`src/rtl/fetch_ctrl_if.sv`:
```
// Signal bundle between the fetch sequencer and its environment: redirect inputs,
// the SRAM-like instruction bus and the fetch-to-decode FIFO head.
interface fetch_ctrl_if #(
  parameter int unsigned PC_WIDTH   = 32,
  parameter int unsigned INST_WIDTH = 32
);
  logic                  csr_redir_valid_i;
  logic [PC_WIDTH-1:0]   csr_redir_pc_i;
  logic                  br_redir_valid_i;
  logic [PC_WIDTH-1:0]   br_redir_pc_i;
  logic                  inst_req_o;
  logic [PC_WIDTH-1:0]   inst_addr_o;
  logic                  inst_addr_ok_i;
  logic                  inst_data_ok_i;
  logic [INST_WIDTH-1:0] inst_rdata_i;
  logic                  D_ready_i;
  logic                  F_valid_o;
  logic [PC_WIDTH-1:0]   F_pc_o;
  logic [INST_WIDTH-1:0] F_instr_o;

  modport master (
    input  csr_redir_valid_i, csr_redir_pc_i, br_redir_valid_i, br_redir_pc_i,
    output inst_req_o, inst_addr_o,
    input  inst_addr_ok_i, inst_data_ok_i, inst_rdata_i,
    input  D_ready_i,
    output F_valid_o, F_pc_o, F_instr_o
  );

  modport slave (
    output csr_redir_valid_i, csr_redir_pc_i, br_redir_valid_i, br_redir_pc_i,
    input  inst_req_o, inst_addr_o,
    output inst_addr_ok_i, inst_data_ok_i, inst_rdata_i,
    output D_ready_i,
    input  F_valid_o, F_pc_o, F_instr_o
  );
endinterface

```
`src/rtl/fetch_ctrl.sv`:
```
// Instruction-fetch sequencer: one outstanding bus request, redirect handling with stale
// response discard, and a 2-entry instruction FIFO toward decode.
module fetch_ctrl #(
  parameter int unsigned        PC_WIDTH   = 32,
  parameter int unsigned        INST_WIDTH = 32,
  parameter logic [PC_WIDTH-1:0] RESET_PC  = 32'h8000_0000
) (
  input logic          clk,
  input logic          rst,
  fetch_ctrl_if.master bus
);
  localparam logic [1:0] StIdle   = 2'd0;
  localparam logic [1:0] StReq    = 2'd1;
  localparam logic [1:0] StWait   = 2'd2;
  localparam logic [1:0] StCancel = 2'd3;

  logic [1:0]            state_q, state_d;
  logic [PC_WIDTH-1:0]   pc_q, pc_d;
  logic [PC_WIDTH-1:0]   req_pc_q, req_pc_d;
  logic [1:0]            count_q;
  logic [PC_WIDTH-1:0]   head_pc_q, tail_pc_q;
  logic [INST_WIDTH-1:0] head_instr_q, tail_instr_q;

  logic                redir;
  logic [PC_WIDTH-1:0] target;
  logic                req;
  logic                push;
  logic                pop;

  assign redir  = bus.csr_redir_valid_i | bus.br_redir_valid_i;
  assign target = bus.csr_redir_valid_i ? bus.csr_redir_pc_i : bus.br_redir_pc_i;
  // Only request while a slot is guaranteed free for the response.
  assign req    = (state_q == StReq) && (count_q != 2'd2);
  assign pop    = (count_q != 2'd0) && bus.D_ready_i;

  assign bus.inst_req_o  = req;
  assign bus.inst_addr_o = pc_q;
  assign bus.F_valid_o   = (count_q != 2'd0);
  assign bus.F_pc_o      = head_pc_q;
  assign bus.F_instr_o   = head_instr_q;

  always_comb begin
    state_d  = state_q;
    pc_d     = pc_q;
    req_pc_d = req_pc_q;
    push     = 1'b0;
    case (state_q)
      StIdle: begin
        if (redir || (count_q != 2'd2)) state_d = StReq;
      end
      StReq: begin
        if (req && bus.inst_addr_ok_i) begin
          if (redir) begin
            state_d = StCancel;
          end else begin
            state_d  = StWait;
            req_pc_d = pc_q;
            pc_d     = pc_q + PC_WIDTH'(4);
          end
        end
      end
      StWait: begin
        if (bus.inst_data_ok_i) begin
          state_d = StReq;
          push    = !redir;
        end else if (redir) begin
          state_d = StCancel;
        end
      end
      StCancel: begin
        if (bus.inst_data_ok_i) state_d = StReq;
      end
      default: state_d = StIdle;
    endcase
    if (redir) pc_d = target;
  end

  always_ff @(posedge clk) begin
    if (rst) begin
      state_q  <= StIdle;
      pc_q     <= RESET_PC;
      req_pc_q <= '0;
    end else begin
      state_q  <= state_d;
      pc_q     <= pc_d;
      req_pc_q <= req_pc_d;
    end
  end

  // Redirect flushes the FIFO and overrides any same-cycle push or pop.
  always_ff @(posedge clk) begin
    if (rst) begin
      count_q      <= 2'd0;
      head_pc_q    <= '0;
      head_instr_q <= '0;
      tail_pc_q    <= '0;
      tail_instr_q <= '0;
    end else if (redir) begin
      count_q <= 2'd0;
    end else begin
      case ({push, pop})
        2'b10: begin
          if (count_q == 2'd0) begin
            head_pc_q    <= req_pc_q;
            head_instr_q <= bus.inst_rdata_i;
          end else begin
            tail_pc_q    <= req_pc_q;
            tail_instr_q <= bus.inst_rdata_i;
          end
          count_q <= count_q + 2'd1;
        end
        2'b01: begin
          head_pc_q    <= tail_pc_q;
          head_instr_q <= tail_instr_q;
          count_q      <= count_q - 2'd1;
        end
        2'b11: begin
          if (count_q == 2'd1) begin
            head_pc_q    <= req_pc_q;
            head_instr_q <= bus.inst_rdata_i;
          end else begin
            head_pc_q    <= tail_pc_q;
            head_instr_q <= tail_instr_q;
            tail_pc_q    <= req_pc_q;
            tail_instr_q <= bus.inst_rdata_i;
          end
        end
        default: ;
      endcase
    end
  end

  a_no_push_when_full: assert property (@(posedge clk) disable iff (rst)
    !(push && (count_q == 2'd2)));

endmodule

```
`src/flat_wrapper.sv`:
```
// flat-port wrapper written by rule: the top's interface ports become plain ports
module fetch_ctrl_flat 
#(
  parameter int unsigned        PC_WIDTH   = 32,
  parameter int unsigned        INST_WIDTH = 32,
  parameter logic [PC_WIDTH-1:0] RESET_PC  = 32'h8000_0000
)
  (clk, rst, bus_csr_redir_valid_i, bus_csr_redir_pc_i, bus_br_redir_valid_i, bus_br_redir_pc_i, bus_inst_req_o, bus_inst_addr_o, bus_inst_addr_ok_i, bus_inst_data_ok_i, bus_inst_rdata_i, bus_D_ready_i, bus_F_valid_o, bus_F_pc_o, bus_F_instr_o);
  fetch_ctrl_if #(.PC_WIDTH(PC_WIDTH), .INST_WIDTH(INST_WIDTH)) bus_i ();
  input logic clk;
  input logic rst;
  input wire logic [$bits(bus_i.csr_redir_valid_i)-1:0] bus_csr_redir_valid_i;
  input wire logic [$bits(bus_i.csr_redir_pc_i)-1:0] bus_csr_redir_pc_i;
  input wire logic [$bits(bus_i.br_redir_valid_i)-1:0] bus_br_redir_valid_i;
  input wire logic [$bits(bus_i.br_redir_pc_i)-1:0] bus_br_redir_pc_i;
  output wire logic [$bits(bus_i.inst_req_o)-1:0] bus_inst_req_o;
  output wire logic [$bits(bus_i.inst_addr_o)-1:0] bus_inst_addr_o;
  input wire logic [$bits(bus_i.inst_addr_ok_i)-1:0] bus_inst_addr_ok_i;
  input wire logic [$bits(bus_i.inst_data_ok_i)-1:0] bus_inst_data_ok_i;
  input wire logic [$bits(bus_i.inst_rdata_i)-1:0] bus_inst_rdata_i;
  input wire logic [$bits(bus_i.D_ready_i)-1:0] bus_D_ready_i;
  output wire logic [$bits(bus_i.F_valid_o)-1:0] bus_F_valid_o;
  output wire logic [$bits(bus_i.F_pc_o)-1:0] bus_F_pc_o;
  output wire logic [$bits(bus_i.F_instr_o)-1:0] bus_F_instr_o;
  assign bus_i.csr_redir_valid_i = bus_csr_redir_valid_i;
  assign bus_i.csr_redir_pc_i = bus_csr_redir_pc_i;
  assign bus_i.br_redir_valid_i = bus_br_redir_valid_i;
  assign bus_i.br_redir_pc_i = bus_br_redir_pc_i;
  assign bus_inst_req_o = bus_i.inst_req_o;
  assign bus_inst_addr_o = bus_i.inst_addr_o;
  assign bus_i.inst_addr_ok_i = bus_inst_addr_ok_i;
  assign bus_i.inst_data_ok_i = bus_inst_data_ok_i;
  assign bus_i.inst_rdata_i = bus_inst_rdata_i;
  assign bus_i.D_ready_i = bus_D_ready_i;
  assign bus_F_valid_o = bus_i.F_valid_o;
  assign bus_F_pc_o = bus_i.F_pc_o;
  assign bus_F_instr_o = bus_i.F_instr_o;
  fetch_ctrl #(.PC_WIDTH(PC_WIDTH), .INST_WIDTH(INST_WIDTH), .RESET_PC(RESET_PC)) u_core (.clk(clk), .rst(rst), .bus(bus_i));
endmodule
```
`config.mk`:
```
export PLATFORM = sky130hd
export DESIGN_NAME = fetch_ctrl_flat
export DESIGN_NICKNAME = d
export VERILOG_FILES = /design/src/rtl/fetch_ctrl_if.sv /design/src/rtl/fetch_ctrl.sv /design/src/flat_wrapper.sv
export SDC_FILE = /design/constraint.sdc
export NUM_CORES = 1
export LEC_CHECK = 0
export ABC_AREA = 1
export CORE_UTILIZATION = 34
export CTS_BUF_LIST = sky130_fd_sc_hd__clkbuf_8
export DETAILED_ROUTE_END_ITERATION = 12
export PLACE_DENSITY = 0.63
export SLEW_MARGIN = 20
export SYNTH_ARGS = -nofsm -noshare
export SYNTH_HDL_FRONTEND = slang
export SYNTH_SLANG_ARGS = --single-unit
```
`constraint.sdc`:
```
create_clock -name clk -period 3.49 [get_ports clk]
set_input_delay 0.5235 -clock clk [delete_from_list [all_inputs] [get_ports clk]]
set_output_delay 0.5235 -clock clk [all_outputs]
set_load 0.01 [all_outputs]
```
# [After elaboration in Yosys (flattened, before gate mapping)]
# Index checks and enable logic that the tools add are counted.
[word_totals] register_bits=196 inputBits=103 output_inout_bits=98 word_cells=73
[classes] bitwise_logic=2 reduce_logical=19 n_eq_ne=15 add_sub_neg=3 mux=26
[op_table] operator="two-way mux 32 bit" count=12
[op_table] operator="case mux 32 bit (3 select lines)" count=2
[op_table] operator="case mux 32 bit (2 select lines)" count=2
[op_table] operator="adder 32 x 3 -> 32 bit, second input constant" count=1
[op_table] operator="two-way mux 2 bit" count=5
[op_table] operator="inequality test 2 bit, second input constant" count=5
[op_table] operator="nonzero test 2 bit" count=5
[op_table] operator="equality test 2 bit, second input constant" count=4
[op_table] operator="case mux 2 bit (4 select lines)" count=1
[op_table] operator="AND reduction 4 bit" count=2
[op_table] operator="equality test 2 x 1 -> 1 bit, second input constant" count=3
[op_table] operator="AND reduction 3 bit" count=2
[op_table] operator="zero test 2 bit" count=2
[op_table] operator="inequality test 2 x 1 -> 1 bit, second input constant" count=2
[op_table] operator="case mux 2 bit (2 select lines)" count=1
[op_table] operator="logical AND 1 bit" count=3
[op_table] operator="two-way mux 1 bit" count=3
[op_table] operator="inequality test 3 x 2 -> 1 bit, second input constant" count=1
[op_table] operator="nonzero test 3 bit" count=1
[op_table] operator="adder 2 x 1 -> 2 bit, second input constant" count=1
[op_table] operator="AND reduction 2 bit" count=1
[op_table] operator="OR reduction 2 bit" count=1
[op_table] operator="subtractor 2 x 1 -> 2 bit, second input constant" count=1
[op_table] operator="zero test 1 bit" count=1
[op_table] operator="other kinds (3)" count=3

# [Longest topological paths before layout]
[logic_depth] word_depth=7 mapped_depth=14 mapped_depth_nobuf=13

# [Least setup slack after synthesis]
# Ideal clock, no wire load.
[synth_path] path_kind="input to register" startpoint="input port bus_csr_redir_valid_i" endpoint="register u_core.head_instr_q[25] (netlist: u_core.bus.F_instr_o[25])" cell_stages=13 setup_slack_ps=887 required_time_ps=3373 setup_ps=117 arrival_time_ps=2486 path_cell_list="buf_2 -> nor2_8 -> inv_6 -> clkbuf_1 -> nor2_1 -> inv_1 -> ha_1 -> buf_2 -> a21oi_2 -> clkbuf_1 -> o32ai_1 -> nor2_1 -> nor2_1"
[synth_between] elab_chain_len=7 word_cells_on_any_way=12
[synth_lines] item="from (decl)" line_no="flat_wrapper.sv:12" text="input wire logic [$bits(bus_i.csr_redir_valid_i)-1:0] bus_csr_redir_valid_i;"
[synth_lines] item="OR 1 bit (*)" line_no="fetch_ctrl.sv:30" text="assign redir = bus.csr_redir_valid_i | bus.br_redir_valid_i;"
[synth_lines] item="zero test 1 bit" line_no="fetch_ctrl.sv:65" text="push = !redir;"
[synth_lines] item="two-way mux 1 bit" line_no="fetch_ctrl.sv:63" text="if (bus.inst_data_ok_i) begin"
[synth_lines] item="two-way mux 1 bit" line_no="fetch_ctrl.sv:47" text="case (state_q)"
[synth_lines] item="equality test 2 bit or equality test 2 x 1 -> 1 bit (tied branches)" line_no="fetch_ctrl.sv:101" text="case ({push, pop})"
[synth_lines] item="inequality test 2 x 1 -> 1 bit (no line) or nonzero test 3 bit (tied branches)"
[synth_lines] item="AND reduction 3 bit (no line)"
[synth_lines] item="to (signal assigned)" line_no="fetch_ctrl.sv:105" text="head_instr_q <= bus.inst_rdata_i;"
[synth_lines] item="to (signal assigned)" line_no="fetch_ctrl.sv:114" text="head_instr_q <= tail_instr_q;"
[synth_lines] item="to (signal assigned)" line_no="fetch_ctrl.sv:120" text="head_instr_q <= bus.inst_rdata_i;"
[synth_lines] item="to (decl)" line_no="fetch_ctrl.sv:22" text="logic [INST_WIDTH-1:0] head_instr_q, tail_instr_q;"
# Mark *: on every way between the ends. The rest lies on a longest branch, timed or not.
# A chain may end at the register's enable or synchronous reset.

# [Worst setup path in the final report]
[layout_path] startpoint="register u_core.count_q[0]" endpoint="register u_core.head_instr_q[28] (netlist: u_core.bus.F_instr_o[28])"
[layout_between] elab_chain_len=5 word_cells_on_any_way=12
[layout_lines] item="from (decl)" line_no="fetch_ctrl.sv:20" text="logic [1:0] count_q;"
[layout_lines] item="from (signal assigned)" line_no="fetch_ctrl.sv:110" text="count_q <= count_q + 2'd1;"
[layout_lines] item="from (signal assigned)" line_no="fetch_ctrl.sv:115" text="count_q <= count_q - 2'd1;"
[layout_lines] item="nonzero test 2 bit" line_no="fetch_ctrl.sv:34" text="assign pop = (count_q != 2'd0) && bus.D_ready_i;"
[layout_lines] item="logical AND 1 bit" line_no="fetch_ctrl.sv:34"
[layout_lines] item="equality test 2 bit or equality test 2 x 1 -> 1 bit (tied branches)" line_no="fetch_ctrl.sv:101"
[layout_lines] item="inequality test 2 x 1 -> 1 bit (no line) or nonzero test 3 bit (tied branches)"
[layout_lines] item="AND reduction 3 bit (no line)"
# Several ways; a longest one is shown, not always the timed one.

==> flow_summary.toml <==
[status]
outcome = "finished clean"

[critical_path]
endpoint_kind = "flop"
r2r_slack_ns = 0.89
cp_slowest_cell = "ha_1"
cp_max_fo = 21
slowest_delay_ns = 0.54
path_common_cell = "inv_1"
cp.required_ns = 3.86
path_cells = "inv_1 > ha_1 > inv_1 > nand2_1 > inv_1 > ha_1 > nor2_4 > a21oi_4 > buf_4 > o32ai_1 > nor2_1 > nor2_1"
crit_arrival_ns = 2.97
r2r_cells = 12
r2r-end = "u_core.bus.F_instr_o[28]"
cp_top_family = "adder cells"
crit_type = "reg2reg"
timing.rr.start = "u_core.count_q[0]"
worstSetupStartpointType = "flop"
crit_buf_inv = 4

[yosys]
synth.distinct_cells = 36
syn_area_per_cell_sq_um = 7.12
ys_top_cells_by_area = "dfxtp_1 42%, o21ai_0 9.9%, nor2_1 9.3%"
synth_nets = 1434
synth.most_common_cell = "nor2_1"
yosys_warnings = 0
yosys_most_used_dff = "dfxtp_1"
ys_seq_area_frac = 0.418
yosys.area.top_type_share = 0.418
synth_area_leader_cell = "dfxtp_1"
syn_inst = 1319
netlist_area_sq_um = 9390
synth_seq_cells = 196
synth-edff-count = 0
synthTopCellsByCount = "233 x nor2_1, 196 x dfxtp_1, 186 x o21ai_0"
async_reset_ff_frac = 0

[detailed_routing]
vias_per_cell = 4.96
dr.first_iter.drc_count = 685
drc = 0
totalWireLength_mm = 27.5
vias = 9026
drtAntennaViolNets = 0
first_pass_iters = 5
wire_per_inst_microns = 15.1

[cells_and_area]
fin_nets = 1579
area.growth.synth_to_final_pct = 27.1
final_cells = 1818
final_layout_size_suffix_gt1_frac = 0.0454
n_antenna_cell = 0
nFillCells = 2784

[clock_tree]
post-cts-setup-buffer-count = 0
cts-htree-levels = 4
cts_hold_buf = 0
clockRootBuffer = "clkbuf_8"
clk_pin_slew_ns = 0.11
clk_latency_ns = 0.48
cts_made_buffers = 17
cts_resized = 0
clock_sinks = 196
clockBufferDepth = 2
cts_tree = "built"

[sta]
hold_viol_final = 0
period_share = 0.745
skew_ns = 0.0146
worst_pin_slew_ns = 0.762
relSlewSlack = 0.492
setup_violations = 0
period_minus_slack_ns = 2.60
worst_slack_ns = 0.891
finalMaxSlewViolations = 0
fmax_ghz = 0.385
rsz0062_at_grt = "false"
tns_ns = 0

[placed_design]
post-dp-hpwl_mm = 18.6
place.gp.congestion = 0.838
dpl_worst_slack_ns = 0.453
placed_cells = 1786
portBuffers = 200

[pwr]
power.internal_w = 0.00333
switching_share = 0.318
p_seq_frac = 0.511
power_per_cell_area_nw_per_um2 = 409
p_sw_w = 0.00155
comb_power_share = 0.187
p_clk_frac = 0.302
ir_worst_vdd_uv = 190
p_leak_nw = 4.49

[grt]
grt_pass1_vias = 8305
track_usage = 0.193
grt_pass1_wl_mm = 44.3
grt.overflow.total = 0
antenna_found_initial = 0
grt_max_degree = 82

[floorplan]
ios = 201
die_h_microns = 168
initial_utilization = 0.347
die_x_microns = 168
fp-row-count = 60
die_area_sq_um = 28300
core_sq_um = 27000

[hold_path]
worstHoldEndpoint = "u_core.tail_instr_q[23]"
worst_hold_path.num_cells = 2
hp-start = "u_core.tail_instr_q[23]"
hold_class = "reg2reg"

[job]
drv_cap = 0
logic make-up (layout without fill, tap and decap cells):
group,count (synthesis),in the layout,synth area share
AO/OA/AOI/OAI,458,458,0.273
XOR/XNOR,8,8,0.00746
adder cells (fa/ha/maj),12,12,0.0160
buffers and inverters,262,420,0.122
flip-flops,196,196,0.418
AND/OR/NAND/NOR,383,383,0.164
registers in the layout, summed over array words and instances (netlist names):
| name | cells |
|---|---|
| u_core.tail_instr_q | 32 |
| u_core.bus.F_pc_o | 32 |
| u_core.req_pc_q | 32 |
| u_core.state_q | 2 |
| u_core.count_q | 2 |
| u_core.bus.inst_addr_o | 32 |
| u_core.tail_pc_q | 32 |
| u_core.bus.F_instr_o | 32 |
per-stage QoR:
step	total power (W)	utilization	cell area [sq um]	hold WS, ns
6_report	0.00488	0.442	11900	0.456
5_1_grt	0.00513	0.442	11900	0.481
4_1_cts	0.00493	0.442	11900	0.461
3_5_place_dp	0.00346	0.427	11500	0.444
3_3_place_gp	0.00344	0.427	11500	0.437
2_1_floorplan	0.00301	-	9390	0.430
layout by cell type, fill, tap and decap left out, types with 2 or more instances in the layout:
master,instances
o32ai_1,56
inv_4,2
nor2_8,2
a221oi_1,2
nand3_1,16
xor2_1,8
a211oi_1,4
buf_4,11
clkbuf_8,17
a21oi_1,147
nand2_1,115
dfxtp_1,196
nor2_2,4
a21oi_4,3
ha_1,12
a31oi_1,4
inv_2,3
o21ai_1,42
nor2_1,233
clkinv_4,3
nand2_2,2
o22ai_1,10
inv_1,166
buf_12,5
clkdlybuf4s50_1,200
o21ai_0,186
clkinv_8,4
inv_8,2
nand3b_1,6
inv_6,6
cell type report:
class / instances / area (sq um) / area share
Clock buffer: 17 / 234 / 0.0196
Clock inverter: 15 / 163 / 0.0136
Inverter: 172 / 656 / 0.0549
Multi-Input combinational cell: 861 / 4350 / 0.364
Sequential cell: 196 / 3920 / 0.329
Tap cell: 341 / 427 / 0.0357
Timing Repair Buffer: 216 / 2180 / 0.183
routing by layer:
layer	vias up	part of all wire	track usage	wire, microns
li1	4662	-	-	-
met1	4095	0.50	0.273	13600
met2	245	0.44	0.299	12200
met3	24	0.049	0.0353	1350
met4	0	0.012	0.0510	342
met5	-	0	0	0
how the worst max path moves through the flow:
| stage | startpoint | endpoint | slack (ns) | cells after the start |
|---|---|---|---|---|
| final | u_core.count_q[0] | u_core.bus.F_instr_o[28] | 0.89 | 12 |
| after detailed placement | bus_br_redir_valid_i | u_core.bus.F_instr_o[28] | 0.45 | 12 |
| after floorplan | bus_csr_redir_valid_i | u_core.bus.F_instr_o[25] | 0.89 | 13 |
| after global routing | u_core.count_q[0] | u_core.bus.F_instr_o[22] | 0.64 | 12 |
| after CTS | u_core.count_q[0] | u_core.bus.F_instr_o[28] | 0.85 | 12 |
| after global placement | bus_br_redir_valid_i | u_core.bus.F_instr_o[13] | 0.55 | 12 |
worst reg2reg max path, stage by stage, from the launching register on:
cell and delay [ns]:
dfxtp_1 0.39, inv_1 0.08, ha_1 0.21, inv_1 0.13
nand2_1 0.17, inv_1 0.15, ha_1 0.54, nor2_4 0.09
a21oi_4 0.17, buf_4 0.28, o32ai_1 0.13, nor2_1 0.11
nor2_1 0.05
power by group through the flow:
stage	Clock [W]	Sequential, W	Combinational, W
after floorplan	0	0.00253	0.000481
after global placement	0	0.00254	0.000904
after detailed placement	0	0.00254	0.000914
after CTS	0.00152	0.00249	0.000918
after global routing	0.00160	0.00251	0.00103
final	0.00147	0.00249	0.000915
Power figures use the tool's default switching activity.
